$ cat src/rtl/reduce_pkg.sv
// Shared definitions for the reduce ingress path: flit field positions,
// source-select codes and the ingress arbiter state encoding.
package reduce_pkg;

  localparam int unsigned FLIT_W            = 82;
  localparam int unsigned CHILD_W           = 3;
  localparam int unsigned FLIT_CHILD_W      = FLIT_W + CHILD_W;
  localparam int unsigned VALID_BIT_POS     = 81;
  localparam int unsigned REDUCTION_BIT_POS = 80;

  localparam int unsigned           SEL_W     = 3;
  localparam logic [SEL_W-1:0]      SEL_LOCAL = 3'd6;
  localparam logic [SEL_W-1:0]      SEL_NONE  = 3'd7;

  typedef enum logic {
    LOCAL_PREF = 1'b0,
    PORT_TURN  = 1'b1
  } arb_state_e;

endpackage

$ cat src/rtl/rr_arbiter.sv
// Round-robin requester picker: searches upward from ptr_i (wrapping) and
// returns the first requester as a one-hot grant plus its index.
module rr_arbiter #(
  parameter int unsigned N  = 6,
  parameter int unsigned IW = (N > 1) ? $clog2(N) : 1
) (
  input  logic [N-1:0]  req_i,
  input  logic [IW-1:0] ptr_i,
  output logic [N-1:0]  grant_o,
  output logic [IW-1:0] idx_o,
  output logic          valid_o
);

  int unsigned j;

  // First requester at or after the pointer, wrapping past N-1 to 0.
  always_comb begin
    grant_o = '0;
    idx_o   = '0;
    valid_o = 1'b0;
    j       = 0;
    for (int unsigned i = 0; i < N; i++) begin
      j = (32'(ptr_i) + i) % N;
      if (!valid_o && req_i[IW'(j)]) begin
        grant_o[IW'(j)] = 1'b1;
        idx_o           = IW'(j);
        valid_o         = 1'b1;
      end
    end
  end

endmodule

$ cat src/rtl/reduce_ingress_arbiter.sv
// Schedules reduction flits from six port FIFOs and the local injector into
// the single reduce FIFO, gated by downstream credits, with a burst limit so
// local injection cannot starve the network ports.
module reduce_ingress_arbiter
  import reduce_pkg::*;
#(
  parameter int unsigned NUM_PORTS       = 6,
  parameter int unsigned DATA_W          = 85,
  parameter int unsigned VALID_POS       = 81,
  parameter int unsigned DOWN_DEPTH      = 16,
  parameter int unsigned LOCAL_MAX_BURST = 4
) (
  input  logic                              clk,
  input  logic                              rst,
  input  logic [NUM_PORTS-1:0]              port_req,
  input  logic [NUM_PORTS*DATA_W-1:0]       port_data,
  output logic [NUM_PORTS-1:0]              port_grant,
  input  logic [DATA_W-1:0]                 local_in,
  output logic                              local_ready,
  input  logic                              down_consume,
  output logic [DATA_W-1:0]                 out_flit,
  output logic                              out_valid,
  output logic [SEL_W-1:0]                  out_sel,
  output logic [$clog2(DOWN_DEPTH+1)-1:0]   credits
);

  localparam int unsigned PW = $clog2(NUM_PORTS);
  localparam int unsigned BW = $clog2(LOCAL_MAX_BURST + 1);
  localparam int unsigned CW = $clog2(DOWN_DEPTH + 1);

  arb_state_e          state_q, state_d;
  logic [BW-1:0]       burst_q, burst_d;
  logic [PW-1:0]       rr_q, rr_d;
  logic [CW-1:0]       credits_q, credits_d;
  logic                out_valid_q;
  logic [DATA_W-1:0]   out_flit_q;
  logic [SEL_W-1:0]    out_sel_q;

  logic [NUM_PORTS-1:0] rr_grant;
  logic [PW-1:0]        rr_idx;
  logic                 rr_valid;
  logic                 local_req;
  logic                 any_grant;
  logic                 consume_ok;
  logic [SEL_W-1:0]     sel_c;
  logic [DATA_W-1:0]    data_c;

  assign local_req = local_in[VALID_POS];

  rr_arbiter #(
    .N  (NUM_PORTS),
    .IW (PW)
  ) u_rr (
    .req_i   (port_req),
    .ptr_i   (rr_q),
    .grant_o (rr_grant),
    .idx_o   (rr_idx),
    .valid_o (rr_valid)
  );

  // Grant decision: local preference with burst cap, port turn after a full burst.
  always_comb begin
    state_d     = state_q;
    burst_d     = burst_q;
    rr_d        = rr_q;
    port_grant  = '0;
    local_ready = 1'b0;
    sel_c       = SEL_NONE;
    if (!rst && state_q == PORT_TURN && !rr_valid) begin
      state_d = LOCAL_PREF;
      burst_d = '0;
    end
    if (!rst && credits_q != '0) begin
      if (state_q == PORT_TURN && rr_valid) begin
        port_grant = rr_grant;
        sel_c      = SEL_W'(rr_idx);
        rr_d       = (rr_idx == PW'(NUM_PORTS - 1)) ? '0 : rr_idx + PW'(1);
        burst_d    = '0;
        state_d    = LOCAL_PREF;
      end else if (local_req) begin
        local_ready = 1'b1;
        sel_c       = SEL_LOCAL;
        state_d     = LOCAL_PREF;
        if (|port_req) begin
          burst_d = burst_q + BW'(1);
          if (burst_d == BW'(LOCAL_MAX_BURST)) state_d = PORT_TURN;
        end else begin
          burst_d = '0;
        end
      end else if (rr_valid) begin
        port_grant = rr_grant;
        sel_c      = SEL_W'(rr_idx);
        rr_d       = (rr_idx == PW'(NUM_PORTS - 1)) ? '0 : rr_idx + PW'(1);
        burst_d    = '0;
        state_d    = LOCAL_PREF;
      end
    end
  end

  // Data mux for the granted source.
  always_comb begin
    data_c = local_in;
    for (int unsigned i = 0; i < NUM_PORTS; i++) begin
      if (port_grant[i]) data_c = port_data[i*DATA_W +: DATA_W];
    end
  end

  assign any_grant  = (|port_grant) | local_ready;
  // A consume with the FIFO already empty is dropped so credits never exceed depth.
  assign consume_ok = down_consume && ((credits_q != CW'(DOWN_DEPTH)) || any_grant);

  // Credit bookkeeping: grant spends one, consume returns one.
  always_comb begin
    credits_d = credits_q;
    if (any_grant && !consume_ok)      credits_d = credits_q - CW'(1);
    else if (!any_grant && consume_ok) credits_d = credits_q + CW'(1);
  end

  // State, counters and the single output register stage.
  always_ff @(posedge clk) begin
    if (rst) begin
      state_q     <= LOCAL_PREF;
      burst_q     <= '0;
      rr_q        <= '0;
      credits_q   <= CW'(DOWN_DEPTH);
      out_valid_q <= 1'b0;
      out_flit_q  <= '0;
      out_sel_q   <= SEL_NONE;
    end else begin
      state_q     <= state_d;
      burst_q     <= burst_d;
      rr_q        <= rr_d;
      credits_q   <= credits_d;
      out_valid_q <= any_grant;
      out_sel_q   <= sel_c;
      if (any_grant) out_flit_q <= data_c;
    end
  end

  assign out_valid = out_valid_q;
  assign out_flit  = out_flit_q;
  assign out_sel   = out_sel_q;
  assign credits   = credits_q;

  // Downstream must not report a consume while the reduce FIFO is empty.
  a_no_credit_overflow: assert property (@(posedge clk) disable iff (rst)
    !(down_consume && !any_grant && credits_q == CW'(DOWN_DEPTH)));

endmodule

$ cat config.mk
export PLATFORM = sky130hd
export DESIGN_NAME = reduce_ingress_arbiter
export DESIGN_NICKNAME = d
export VERILOG_FILES = /design/src/rtl/reduce_pkg.sv /design/src/rtl/rr_arbiter.sv /design/src/rtl/reduce_ingress_arbiter.sv
export SDC_FILE = /design/constraint.sdc
export NUM_CORES = 1
export LEC_CHECK = 0
export CORE_AREA = 2 2 272 274
export DETAILED_ROUTE_END_ITERATION = 8
export DIE_AREA = 0 0 274 276
export PLACE_DENSITY_LB_ADDON = 0.15
export SETUP_SLACK_MARGIN = 0.5
export SLEW_MARGIN = 20
export SYNTH_ARGS = -nofsm -noshare
export SYNTH_HDL_FRONTEND = slang
export SYNTH_SLANG_ARGS = --single-unit
$ cat constraint.sdc
create_clock -name clk -period 14.85 [get_ports clk]
set_input_delay 1.485 -clock clk [delete_from_list [all_inputs] [get_ports clk]]
set_output_delay 1.485 -clock clk [all_outputs]
set_load 0.01 [all_outputs]
; ---- Word level (Yosys, flattened, before mapping)
; Cells that the tools add are included.
[totals]
reg_bits = 101
output_inout_bits = 101
word_cells = 157
[op_classes]
add_sub_neg = 9
div_mod_pow = 6
n_lt_le_gt_ge = 12
n_eq_ne = 4
mux = 77
n_bitwise = 7
reduce_logical = 35
[op_table]
columns = op, n
row1 = $mux W85, 6
row2 = $mod A32 B3 Y32 const B, 5
row3 = $mux W6, 10
row4 = $mux W3, 19
row5 = $mod A3 B3 Y32 const B, 1
row6 = $or A6 B6 Y6, 5
row7 = $mux W1, 28
row8 = $lt A3 B4 Y1 const B, 6
row9 = $bmux W1 S3, 6
row10 = $demux W1 S3, 6
row11 = $ge A3 B1 Y1 const B, 6
row12 = $logic_and A1 B1 Y1, 18
row13 = $reduce_or A6 Y1, 2
row14 = $mux W5, 2
row15 = $logic_not A1 Y1, 9
row16 = $add A3 B2 Y4 const B, 2
row17 = $add A3 B3 Y4 const B, 2
row18 = $add A3 B1 Y3 const B, 2
row19 = $eq A3 B3 Y1 const B, 2
row20 = $add A5 B1 Y5 const B, 1
row21 = $ne A5 B5 Y1 const B, 1
row22 = $reduce_bool A5 Y1, 1
row23 = $sub A5 B1 Y5 const B, 1
row24 = $add A3 B1 Y4 const B, 1
row25 = 7 further kinds, 8

; ---- Depth between registers and ports, before layout
; Gate-level depths: netlist of the first run.
[depth]
ltp_word = 30
mapped_depth = 31

; ---- By module
; From an unflattened synthesis of the first run, not the netlist that was laid out.
[unflattened]
cells_unflattened = 1746
area_unflattened_um2 = 11618.6
[modules_own_cells]
columns = mod, instances, cells_each, area_per_inst_um2, seq_area_each_um2
row1 = reduce_ingress_arbiter, 1, 1582, 10446.3, 2021.9
row2 = rr_arbiter, 1, 164, 1172.4, 0.0

; ---- Least setup slack after synthesis of the first run
; OpenSTA, ideal clock, no wires.
[synth_path]
kind = register to register
startpoint = register rr_q[1]
endpoint = register credits_q[3], in the netlist credits[3]
setup_ns = 0.134
t_arrival_ns = 5.604
t_required_ns = 14.716
path_slack_ns = 9.112
stages_incl_launch_ff = 27
n_path_buf = 2
synth_period_minus_slack_ns = 5.738
path_cell_list = dfxtp_1 inv_1 ha_1 a21oi_2 inv_1 ha_1 nand3b_2 mux2_4 o21a_1 o31a_1 and3_1 and2_1 o221ai_2 inv_2 nor3_2 and3_1 buf_4 inv_2 buf_2 nand2b_1 inv_1 ha_1 a21o_1 a21oi_1 xor2_1 and4b_1 or4_1
[synth_via]
elab_chain_len = 30
elab_cells_between_ends = 97
[synth_rtl]
columns = item, line
row1 = start: declaration, reduce_ingress_arbiter.sv:33  ; logic [PW-1:0] rr_q, rr_d;
row2 = start signal: assignment, reduce_ingress_arbiter.sv:132  ; rr_q <= rr_d;
row3 = "parallel branches: the longest is 24 deep, another holds $mod A32 B3 Y32", -
row4 = $or A1 B1 Y1 (*), reduce_ingress_arbiter.sv:108  ; assign any_grant = (|port_grant) | local_ready;
row5 = $logic_or A1 B1 Y1, reduce_ingress_arbiter.sv:110  ; assign consume_ok = down_consume && ((credits_q != CW'(DOWN_DEPTH)) || any_grant);
row6 = $logic_and A1 B1 Y1, reduce_ingress_arbiter.sv:110
row7 = $logic_not A1 Y1, reduce_ingress_arbiter.sv:115  ; if (any_grant && !consume_ok) credits_d = credits_q - CW'(1);
row8 = $logic_and A1 B1 Y1, reduce_ingress_arbiter.sv:115
row9 = $mux W5 / $reduce_bool A2 Y1 (equally long branches), -
row10 = end signal: assignment, reduce_ingress_arbiter.sv:125  ; credits_q <= CW'(DOWN_DEPTH);
row11 = end signal: assignment, reduce_ingress_arbiter.sv:133  ; credits_q <= credits_d;
row12 = end: declaration, reduce_ingress_arbiter.sv:34  ; logic [CW-1:0] credits_q, credits_d;
; Mark *: on every way between the ends. The select of a mux whose other input is x is not followed.
; A chain may end at the register's enable or synchronous reset.

; ---- Worst setup path after layout of the first run
; Ends and elaborated chain as after synthesis.

==> impl_metrics.csv, run 1 <==
group,metric,value,unit
critical_path,crit_family,"simple AND/OR/NAND/NOR gates",
sta,clock_skew,13.1,ps
clock_tree,htree_levels,3,
route,dr.first_iter.drc_count,564,
route,ant_nets,0,
route,wl_per_cell,23.6,um
floorplan,rows,99,
logic_synthesis,ys_ff_latch,101,
clock_tree,cts_setup_buffers,0,
logic_synthesis,synth_fp_nets,1993,
route,routed_via_density,4.43,
logic_synthesis,yosysUniqueCellTypes,72,
sta,fin_crit_sh,50.6,%
run,max_cap_viol_count,0,
placement,dpl.hpwl,53200,um
logic_synthesis,netlist_instances,1369,
critical_path,cp-start-kind,"flip-flop",
route,wl,69300,um
floorplan,io_pins,705,
critical_path,critPathBufInv,5,
route,drc,0,
sta,setup_tns,0,ps
critical_path,ff2ff_path_depth,24,
pwr,power,2520,uW
pwr,p_comb_share,69.9,%
placement,gp_congestion,0.881,
critical_path,critPathMaxStageDelay,570,ps
global_routing,overflow,0,
global_routing,antenna_found_initial,10,
sta,min_period,7520,ps
critical_path,slowest_stage,"dfxtp_1",
pwr,switchingPower,1160,uW
placement,portBuffers,704,
sta,finalSetupViolations,0,
clock_tree,clockRootBuffer,"clkbuf_16",
cells_and_area,area_growth,89.2,%
critical_path,crit_chain,"inv_1 -> ha_1 -> a21oi_2 -> inv_1 -> ha_1 -> nand3b_2 -> mux2_4 -> o21a_1 -> o31a_1 -> and3_1 -> nor2b_2 -> o221ai_4 -> inv_4 -> nor3_2 -> and3_1 -> inv_4 -> nand2b_1 -> inv_1 -> ha_1 -> a21o_1 -> a21oi_1 -> xor2_1 -> and4b_1 -> or4_1",
cells_and_area,final_layout_size_suffix_gt1_share,3.03,%
pwr,pwr-share-seq,19.3,%
critical_path,crit_fanout,48,
pwr,power.density,145,nW/um^2
floorplan,dieArea,75600,sq um
logic_synthesis,ys_seq_area_share,22.0,%
outcome,status,"complete, no violations",
logic_synthesis,synth-edff-count,0,
critical_path,path_depth,24,
sta,final-hold-violation-count,0,
global_routing,first_global_vias,13349,
cells_and_area,nets,2599,
floorplan,fp.dieH,276,um
logic_synthesis,syn_area,9170,sq um
floorplan,start_util,12.6,%
global_routing,grt_pass1_wl,97400,um
clock_tree,holdBufCountCts,0,
logic_synthesis,syn_avg_cell_area,6.70,sq um
pwr,p_leak,0.00648,uW
sta,worstMarginPinSlew,1180,ps
route,vias,13006,
clock_tree,ctsResizeCount,0,
pwr,switching_share,45.9,%
sta,fmax,133,MHz
critical_path,endpoint_kind,"flip-flop",
pwr,internal_power,1360,uW
floorplan,die_x,274,um
logic_synthesis,yosysWarnings,0,
clock_tree,clk-insertion-delay-late,390,ps
pwr,pwr-share-clk,10.9,%
clock_tree,cts_made_buffers,9,
logic_synthesis,yosys.area.top_type,"dfxtp_1",
logic_synthesis,synth_top_area_share,22.0,%
logic_synthesis,synthTopCellsByArea,"dfxtp_1, o22ai_1, nand2_1, or4_1, nor2b_1",
sta,slew_viol_final,0,
global_routing,grt_use_total,17.6,%
critical_path,critical_path_arrival,7790,ps
sta,rsz0062_at_grt,"false",
clock_tree,numClockSinks,101,
logic_synthesis,async_flop_share,0,%
floorplan,core-area,72600,sq um
pwr,peakVddDrop,64.1,uV
clock_tree,cts_tree,"yes",
logic_synthesis,synth_flop_cell,"dfxtp_1",
route,firstDrtPassIters,5,
min_path,hp-class,"reg -> reg",
global_routing,grt_max_degree,174,
clock_tree,clk_path_buf_depth,2,
sta,hold-worst-slack,580,ps
min_path,hold_depth,4,
critical_path,path_class,"reg -> reg",
critical_path,required,15120,ps
sta,slew_headroom,21.1,%
clock_tree,clk_pin_slew,90,ps
==> synthesized netlist by cell type (4+ instances only) <==
cell	instances
a211oi_1	9
a21oi_1	18
a31oi_1	90
and3_1	90
buf_2	41
buf_4	9
clkbuf_1	69
dfxtp_1	101
ha_1	19
inv_1	13
inv_2	4
mux2_2	4
mux2i_1	11
nand2_1	282
nand2b_1	10
nand3_1	9
nand3b_1	4
nand4_1	7
nor2_1	117
nor2b_1	94
nor3_1	13
o211ai_1	4
o21a_1	4
o21ai_0	11
o22ai_1	173
or3_1	4
or4_1	87
xnor2_1	7
==> routing by layer <==
layer  up-vias  wire [um]  GRT usage (%)
met2       475      35500           31.7
met1      6218      28000           20.7
met3        48       4750           4.79
met4        18        858           3.16
li1       6247          -              -
met5         -        114              0
==> logic make-up after synthesis <==
logic type / synth area share, %
muxes: 1.98
xor gates and xnor gates: 1.36
and+or+nand+nor: 40.4
DFF: 22.0
AOI/OAI and AO/OA: 24.3
adders and majority gates: 2.81
buffers and inverters: 7.02
==> power groups by stage <==
stage               registers [uW]  clock network [uW]  logic [uW]
floorplan                      544                   0         883
global placement               489                   0        1790
detailed placement             492                   0        1780
CTS                            487                 291        1790
global route                   504                 295        1910
finish                         486                 273        1760
==> layout by cell type (no fill, tap or decap), types with 7 or more instances in the layout <==
| master | n |
|---|---|
| a211oi_1 | 9 |
| a21oi_1 | 18 |
| a31oi_1 | 89 |
| and3_1 | 90 |
| buf_4 | 16 |
| clkbuf_16 | 9 |
| clkdlybuf4s50_1 | 703 |
| dfxtp_1 | 101 |
| ha_1 | 19 |
| inv_1 | 13 |
| mux2i_1 | 11 |
| nand2_1 | 281 |
| nand2b_1 | 10 |
| nand3_1 | 9 |
| nand4_1 | 7 |
| nor2_1 | 117 |
| nor2b_1 | 94 |
| nor3_1 | 12 |
| o21ai_0 | 11 |
| o22ai_1 | 173 |
| or4_1 | 87 |
| xnor2_1 | 7 |
==> path summary, 6_finish.rpt <==
kind | startpoint | end | slack [ps]
max | rr_q[1] | credits[3] | 7330
min | burst_q[2] | burst_q[2] | 580
max reg2reg | rr_q[1] | credits[3] | 7330
min reg2reg | burst_q[2] | burst_q[2] | 580
==> worst register-to-register path, stage by stage, from the launching register on <==
cell,delay [ps]
dfxtp_1,570
inv_1,250
ha_1,360
a21oi_2,320
inv_1,110
ha_1,300
nand3b_2,240
mux2_4,330
o21a_1,210
o31a_1,310
and3_1,260
nor2b_2,570
o221ai_4,240
inv_4,570
nor3_2,140
and3_1,330
inv_4,460
nand2b_1,190
inv_1,130
ha_1,230
a21o_1,180
a21oi_1,190
xor2_1,200
and4b_1,210
or4_1,510
==> final cells by class <==
type | instances | area [sq um]
fill | 8074 | 55200
timing repair buffer | 720 | 7180
multi-input combinational | 1125 | 6580
sequential | 101 | 2020
tap | 959 | 1200
clock buffer | 10 | 239
inverter | 18 | 72.6
clock inverter | 5 | 60.1
antenna | 1 | 2.50
==> through the flow <==
stage | util [%] | area (sq um) | setup WS, ps | cells
6_report | 23.9 | 17400 | 7330 | 2939
5_1_grt | 23.9 | 17300 | 6800 | 2938
4_1_cts | 23.9 | 17300 | 7200 | 2938
3_5_place_dp | 23.5 | 17100 | 7170 | 2923
3_3_place_gp | 23.5 | 17100 | 7230 | 2923
2_1_floorplan | - | 9170 | 9110 | 1369
==> state kept, by name, indices dropped and copies added (netlist names) <==
name,flops
rr_q,3
out_sel,3
out_flit,85
out_valid,1
burst_q,3
state_q,1
credits,5
Note: power is estimated with default switching activity, not from simulation.
==> run 2: changes to the inputs <==
CORE_AREA = 2 2 271 273   (was 2 2 272 274)
DIE_AREA = 0 0 273 275   (was 0 0 274 276)
clock period = 6.4 ns   (was 14.85 ns; I/O delays follow)
==> run 2 against run 1 <==
Net effect: non-clock buffer count is 20 higher; critical path depth stayed put; global-route usage is 0.090 points lower; clock skew is 3.4 ps higher; via count is 0.48% higher; critical path type unchanged; critical endpoint unchanged; highest routed layer unchanged.
==> impl_metrics.csv, run 2 (same netlist as run 1, synthesis figures left out) <==
group,metric,value,unit
clock_tree,clk_path_buf_depth,2,
global_routing,grt_max_degree,88,
route,ant_nets,0,
outcome,status,"complete, no violations",
global_routing,gr-max-usage-layer,"met2",
critical_path,critical_path_arrival,5890,ps
pwr,peakVddDrop,164,uV
floorplan,dieArea,75100,sq um
global_routing,grt_use_met1,21.3,%
critical_path,crit_fanout,10,
floorplan,rows,99,
cells_and_area,final_cell_mix,"clkdlybuf4s50_1, nand2_1, o22ai_1",
route,vias,13068,
sta,slew_headroom,38.8,%
route,firstDrtPassIters,4,
pwr,p_leak,0.00659,uW
placement,gp_congestion,0.843,
floorplan,io_pins,705,
critical_path,cp-start-kind,"flip-flop",
critical_path,path_class,"reg -> reg",
run,max_cap_viol_count,0,
sta,rsz0062_at_grt,"false",
min_path,hp-class,"reg -> reg",
pwr,power,5930,uW
clock_tree,clockRootBuffer,"clkbuf_16",
clock_tree,htree_levels,3,
critical_path,required,6670,ps
route,routed_via_density,4.41,
global_routing,grt_pass1_wl,95500,um
floorplan,fp.dieH,275,um
sta,slew_viol_final,0,
sta,min_period,5620,ps
critical_path,endpoint_kind,"flip-flop",
cells_and_area,final_layout_size_suffix_gt1_share,4.60,%
sta,clock_skew,16.5,ps
route,wl,69500,um
clock_tree,holdBufCountCts,0,
clock_tree,numClockSinks,101,
route,drc,0,
sta,worstMarginPinSlew,919,ps
route,wl_per_cell,23.4,um
clock_tree,clk_pin_slew,80,ps
global_routing,first_global_vias,13215,
sta,hold-worst-slack,567,ps
placement,portBuffers,704,
global_routing,antenna_found_initial,19,
placement,post-place-ws,296,ps
floorplan,start_util,12.7,%
sta,finalSetupViolations,0,
sta,final-hold-violation-count,0,
floorplan,die_x,273,um
cells_and_area,largest_register_ffs,85,
pwr,power.density,336,nW/um^2
cells_and_area,nets,2619,
sta,fin_crit_sh,87.8,%
clock_tree,cts_tree,"yes",
clock_tree,cts_made_buffers,9,
floorplan,core-area,72300,sq um
cells_and_area,area_growth,92.3,%
sta,fmax,178,MHz
global_routing,met3_usage,4.56,%
cells_and_area,layout_commonest_cell,"clkdlybuf4s50_1",
route,dr.first_iter.drc_count,650,
sta,setup_tns,0,ps
clock_tree,clk-insertion-delay-late,410,ps
sta,setup_ws,781,ps
global_routing,overflow,0,
placement,dpl.hpwl,52200,um
global_routing,grt_use_total,17.5,%
global_routing,gr-usage-met2,30.0,%
[run 2: cell types whose count changed in the layout (fill, tap and decap cells not counted), sizes merged]
cell      before  now
buf           17   37
bufinv         1    0
clkinv         3    4
clkinvlp       1    2
diode          1    6
[run 2: critical path: stages, from the launching register on]
cell and delay [ps]:
dfxtp_4 430, clkinvlp_4 140, ha_2 270, a21oi_4 210, inv_1 80, ha_1 300, nand3b_2 240, mux2_4 340
o21a_1 210, o31a_1 330, and3_1 210, and2_1 210, o221ai_4 240, inv_4 60, nor3_2 190, and3_1 250
inv_4 40, nand2b_1 100, inv_1 90, ha_1 280, a21o_1 170, a21oi_1 190, xor2_1 200, and4b_1 210
or4_1 500
[run 2: repair_timing]
item | 4_1_cts | 5_1_grt
gates resized for setup | 6 | 13
setup endpoints to repair | 55 | 63
pin swaps | 2 | 0
buffers inserted | 2 | 3
endpoints found under the hold margin | 0 | 0
gates cloned | 1 | 0
[run 2: cell type report]
class	instances	area, sq um
antenna	6	15.0
clock buffer	10	229
clock inverter	6	56.3
fill	8066	54700
inverter	18	76.3
multi-input combinational	1125	6620
sequential	101	2030
tap	959	1200
timing repair buffer	740	7420
[run 2: stage by stage]
step	util, %	instances	instance area (sq um)
5_1_grt	24.4	2964	17600
3_3_place_gp	23.8	2937	17200
4_1_cts	24.3	2956	17600
3_5_place_dp	23.8	2937	17200
2_1_floorplan	-	1369	9170
6_report	24.4	2965	17600
[run 2: power by group]
part	leakage [uW]	switching, uW	internal (uW)
Sequential	0.000849	173	964
Clock	0.000137	343	274
Combinational	0.00561	2210	1960
[run 2: worst paths after layout]
path	from	endpoint	slack (ps)	cells past startpoint
min reg2reg	burst_q[2]	burst_q[2]	570	4
min	burst_q[2]	burst_q[2]	570	4
max	rr_q[1]	credits[3]	780	24
max reg2reg	rr_q[1]	credits[3]	780	24
[run 2: layer usage]
metal	vias to the layer above	part of all wire, %	routed length, um
met3	76	6.4	4420
met2	476	49	34300
met5	-	0.15	104
met4	18	2.3	1600
met1	6210	42	29100
li1	6288	-	-
